$ cat src/rtl/aes_block_serial_arbiter.sv
// Round-robin arbiter that takes whole 128-bit blocks from two producers and
// streams each one out LSB byte first over a valid/ready byte interface.
module aes_block_serial_arbiter #(
    parameter int BYTE_GAP = 0
) (
    input  logic         clock,
    input  logic         resetn,
    input  logic         req0_valid,
    input  logic [127:0] req0_data,
    output logic         req0_ready,
    input  logic         req1_valid,
    input  logic [127:0] req1_data,
    output logic         req1_ready,
    output logic         byte_valid,
    output logic [7:0]   byte_data,
    input  logic         byte_ready,
    output logic [3:0]   byte_idx,
    output logic         byte_src,
    output logic         byte_last,
    output logic         busy
);

    typedef enum logic [1:0] {
        IDLE,
        SEND,
        GAP
    } state_t;

    localparam logic [7:0] GAP_LOAD = 8'(BYTE_GAP);

    state_t        state, state_next;
    logic [127:0]  buffer, buffer_next;
    logic [3:0]    idx, idx_next;
    logic          src, src_next;
    logic          last_grant, last_grant_next;
    logic [7:0]    gap_cnt, gap_cnt_next;
    logic          grant;

    // On a tie the requester that did not win last time goes next.
    always_comb begin
        grant = 1'b0;
        if (req0_valid && req1_valid) begin
            grant = ~last_grant;
        end else if (req1_valid) begin
            grant = 1'b1;
        end
    end

    assign req0_ready = (state == IDLE) && !grant && req0_valid;
    assign req1_ready = (state == IDLE) &&  grant && req1_valid;

    assign byte_valid = (state == SEND);
    assign byte_data  = buffer[{idx, 3'b000} +: 8];
    assign byte_idx   = idx;
    assign byte_src   = src;
    assign byte_last  = byte_valid && (idx == 4'd15);
    assign busy       = (state != IDLE);

    always_comb begin
        state_next      = state;
        buffer_next     = buffer;
        idx_next        = idx;
        src_next        = src;
        last_grant_next = last_grant;
        gap_cnt_next    = gap_cnt;

        case (state)
            IDLE: begin
                if (req0_ready || req1_ready) begin
                    buffer_next     = grant ? req1_data : req0_data;
                    src_next        = grant;
                    last_grant_next = grant;
                    idx_next        = 4'd0;
                    state_next      = SEND;
                end
            end
            SEND: begin
                if (byte_ready) begin
                    if (idx == 4'd15) begin
                        state_next = IDLE;
                    end else begin
                        idx_next = idx + 4'd1;
                        if (BYTE_GAP != 0) begin
                            gap_cnt_next = GAP_LOAD;
                            state_next   = GAP;
                        end
                    end
                end
            end
            GAP: begin
                gap_cnt_next = gap_cnt - 8'd1;
                if (gap_cnt == 8'd1) begin
                    state_next = SEND;
                end
            end
            default: begin
                state_next = IDLE;
            end
        endcase
    end

    // last_grant resets to 1 so requester 0 wins the first tie.
    always_ff @(posedge clock) begin
        if (!resetn) begin
            state      <= IDLE;
            buffer     <= '0;
            idx        <= 4'd0;
            src        <= 1'b0;
            last_grant <= 1'b1;
            gap_cnt    <= 8'd0;
        end else begin
            state      <= state_next;
            buffer     <= buffer_next;
            idx        <= idx_next;
            src        <= src_next;
            last_grant <= last_grant_next;
            gap_cnt    <= gap_cnt_next;
        end
    end

endmodule

$ cat config.mk
export PLATFORM = sky130hd
export DESIGN_NAME = aes_block_serial_arbiter
export DESIGN_NICKNAME = d
export VERILOG_FILES = /design/src/rtl/aes_block_serial_arbiter.sv
export SDC_FILE = /design/constraint.sdc
export NUM_CORES = 1
export LEC_CHECK = 0
export BUFFER_PORTS_ARGS = -buffer_cell sky130_fd_sc_hd__buf_2
export CORE_MARGIN = 2
export CORE_UTILIZATION = 27
export CTS_BUF_LIST = sky130_fd_sc_hd__clkbuf_4 sky130_fd_sc_hd__clkbuf_8
export CTS_CLUSTER_DIAMETER = 200
export CTS_CLUSTER_SIZE = 12
export DETAILED_ROUTE_END_ITERATION = 10
export GPL_ROUTABILITY_DRIVEN = 0
export PLACE_DENSITY = 0.62
export RECOVER_POWER = 100
export SETUP_SLACK_MARGIN = 0.05
export SLEW_MARGIN = 15
export SYNTH_ARGS = -nofsm -noshare
export SYNTH_HDL_FRONTEND = slang
export SYNTH_SLANG_ARGS = --single-unit
export TNS_END_PERCENT = 1
$ cat constraint.sdc
create_clock -name clock -period 2.7 [get_ports clock]
set_input_delay 0.54 -clock clock [delete_from_list [all_inputs] [get_ports clock]]
set_output_delay 0.54 -clock clock [all_outputs]
set_load 0.01 [all_outputs]
==> key figures <==
Critical path
  – WP data required: 2.16 ns
  – R2R depth: 4
  – R2R Setup Slk: 0.38 ns
  – Crit start category: flip-flop
  – Max stage delay on crit path: 0.52 ns
  – CP Cell Sequence: buf_12, mux4_2, o22ai_2, nor3_2, a221o_1, buf_2
  – Worst path slowest cell: mux4_2
  – R2R Path Start: state[0]
  – Critical Setup Path Class: reg2out
  – Critical Path Start: byte_idx[1]
  – Crit Reg-Reg Endpoint: buffer[122]
  – Worst Setup EP: byte_data[6]
  – Nature of the critical path endpoint: output port
  – Crit path DAT: 2.13 ns
  – Worst-path maximum fanout: 4

Floorplan
  – DIE HEIGHT: 164 µm
  – Placeable Area: 25,100 µm²
  – Std-Cell Rows: 58
  – Io pins: 279
  – Die width: 164 µm
  – Initial Utilization: 0.274
  – Die area: 26,800 µm²

Power
  – Max VDD drop: 0.189 mV
  – Leakage: 3.86 nW
  – PwrDens: 560 nW/µm²

STA
  – Final worst-path cycle share: 0.990
  – Setup ws final: 0.0280 ns
  – Minimum clock period: 2.67 ns
  – Fmax: 0.374 GHz
  – RSZ-0062 raised after global routing: true
  – Rel. slew slack: 0.249
  – Slew @ Worst Pin: 1.13 ns
  – Setup TNS: 0 ns
  – Skew final: 0.0139 ns
  – Max-slew violations: 0
  – Final setup fails: 0
  – Final hold vios: 0

CTS
  – H-tree depth reported by CTS: 4
  – Clock Sinks: 135
  – Clock latency at the later pin of the worst-skew pair: 0.45 ns
  – Total CTS buffers: 17
  – CTS tree: yes
  – Clk root buf: clkbuf_8
  – Reg clk slew, reported paths: 0.09 ns
  – Clk buf depth: 2
  – CTS Hold Bufs: 0

Drt
  – WL/cell: 18.1 µm
  – Vias: 7,157
  – DRT antenna net count: 0
  – Drt first pass iters: 5
  – Final wirelength: 25,700 µm
  – Initial drt markers: 456
  – DRC Markers: 0
  – Vias per inst: 5.04

Yosys
  – Number of synthesized register bits: 135
  – Post-synth EDFFs: 0
  – Seq/Total Area, Yosys: 0.393
  – Top cell type's share of synthesized area: 0.393
  – Area contributors post-synth: dfxtp_1 39%, a311oi_1 16%, nand2_1 14%
  – Post-synth ARST share: 0
  – Synth cell types: 44
  – Syn_area_per_cell: 8.14 µm²
  – Cells after Synth: 846
  – Syn_nets: 1,108
  – Most frequent cell after synthesis: nand2_1
  – Cell taking the most area after synthesis: dfxtp_1
  – Post-synth top flop: dfxtp_1
  – Synth Warn #: 0
  – Cell Area, Synth: 6890 µm²
  – Commonest cells in the netlist: 260 x nand2_1, 135 x dfxtp_1, 134 x nor2_1, 128 x a311oi_1, 41 x clkbuf_1

Flow run
  – Max-Cap Viols: 0

Finish
  – Nets: 1,340
  – Diode count: 0
  – Syn-to-layout area delta: 29.9%
  – Fillers: 2,661
  – Layout cells sized above 1: 0.344
  – Finished Layout Cells: 1,421

Placement
  – Detail Placement HPWL: 19,600 µm
  – Cell Count Post-Placement: 1,386
  – Setup WS pre-CTS: 0.209 ns
  – Buffers on Ports: 278

Status
  – Status: complete, no violations

Global routing
  – Vias in the first global route: 6,721
  – Initial antenna violation count: 0
  – First-pass GRT wire length: 37,300 µm
  – Grt total ovfl: 0
  – Largest net degree at the start of global routing: 80
  – Gr usage total: 0.186

Min path
  – Hold WC Path Type: in2reg
cell usage in the layout, fill, tap and decap left out, types with 2 or more instances in the layout:
| cell type | Yosys | layout |
|---|---|---|
| clkbuf_4 | 1 | 2 |
| clkbuf_8 | 1 | 19 |
| a221o_1 | 7 | 7 |
| nor2b_1 | 6 | 6 |
| clkbuf_2 | 0 | 5 |
| nor2_1 | 134 | 134 |
| and2b_2 | 2 | 2 |
| dfxtp_4 | 0 | 2 |
| dfxtp_1 | 135 | 132 |
| nand2_1 | 260 | 259 |
| buf_6 | 3 | 3 |
| o21a_1 | 2 | 2 |
| a311oi_1 | 128 | 128 |
| mux4_1 | 3 | 2 |
| clkbuf_1 | 41 | 7 |
| nor3_1 | 6 | 3 |
| a21oi_1 | 8 | 8 |
| mux4_2 | 22 | 23 |
| mux2_2 | 4 | 4 |
| buf_2 | 34 | 270 |
| a211oi_2 | 0 | 2 |
| clkinvlp_4 | 0 | 4 |
| mux2_1 | 3 | 3 |
| buf_4 | 3 | 6 |
| clkinv_4 | 0 | 2 |
| o21ai_1 | 5 | 4 |
| o22ai_2 | 0 | 6 |
| inv_6 | 0 | 4 |
| nor3_2 | 0 | 3 |
| a211oi_1 | 7 | 4 |
| clkinv_2 | 0 | 3 |
| buf_12 | 1 | 7 |
| nand3_1 | 2 | 2 |
area by class of cell:
class / instances / area, µm² / area share
Tap cell: 330 / 413 / 0.0462
Inverter: 2 / 10.0 / 0.00112
Timing Repair Buffer: 300 / 1640 / 0.183
Clock inverter: 13 / 97.6 / 0.0109
Sequential cell: 135 / 2710 / 0.303
Multi-Input combinational cell: 622 / 3810 / 0.426
Clock buffer: 19 / 262 / 0.0292
registers in the layout, summed over array words and instances, names as in the netlist:
name / flops
last_grant: 1
byte_src: 1
buffer: 128
byte_idx: 4
state: 1
where the power goes:
part	switching, W	total, W	internal [W]
clock network	0.000890	0.00158	0.000692
logic	0.000562	0.00103	0.000465
registers	0.000202	0.00240	0.00220
total	0.00165	0.00501	0.00336
what timing repair did:
action / in CTS / in global routing
gates resized for setup: 23 / 3
endpoints found under the setup margin: 9 / 8
pin swaps: 5 / 0
buffers inserted: 2 / 1
layer usage:
| metal | wire (µm) | GRT usage | share of wire |
|---|---|---|---|
| met1 | 11900 | 0.253 | 0.46 |
| met2 | 11800 | 0.296 | 0.46 |
| met4 | 712 | 0.0746 | 0.028 |
| met5 | 0 | 0 | 0 |
| met3 | 1310 | 0.0270 | 0.051 |
cells by family after synthesis:
group | share of synthesized area
AO/OA/AOI/OAI | 0.203
adder cells (fa/ha/maj) | 0.00182
multiplexers | 0.0963
flip-flops | 0.393
buffers and inverters | 0.0672
AND/OR/NAND/NOR | 0.239
worst max-delay path, delay by kind of cell (launching register included):
family | cells | cell delay, ns
mux | 1 | 0.52
compound gates | 2 | 0.43
flops | 1 | 0.39
buf+inv | 2 | 0.27
simple gates | 1 | 0.08
worst min path at each step:
stage | startpoint | end | slack (ns) | cells after the start
5_1_grt | req1_data[43] | buffer[43] | 0.31 | 3
6_report | req0_data[109] | buffer[109] | 0.34 | 3
3_3_place_gp | buffer[23] | buffer[23] | 0.49 | 2
3_5_place_dp | buffer[112] | buffer[112] | 0.49 | 2
2_1_floorplan | buffer[23] | buffer[23] | 0.47 | 2
4_1_cts | req1_data[43] | buffer[43] | 0.30 | 3
through the flow:
stage	total power (W)	instance area, µm²	utilization	hold slack (ns)
finish	0.00501	8940	0.356	0.341
CTS	0.00507	8990	0.358	0.301
global route	0.00525	8940	0.356	0.310
floorplan	0.00298	6890	-	0.472
detailed placement	0.00347	8500	0.338	0.492
global placement	0.00347	8500	0.338	0.486
Note: power is estimated with default switching activity, not from simulation.
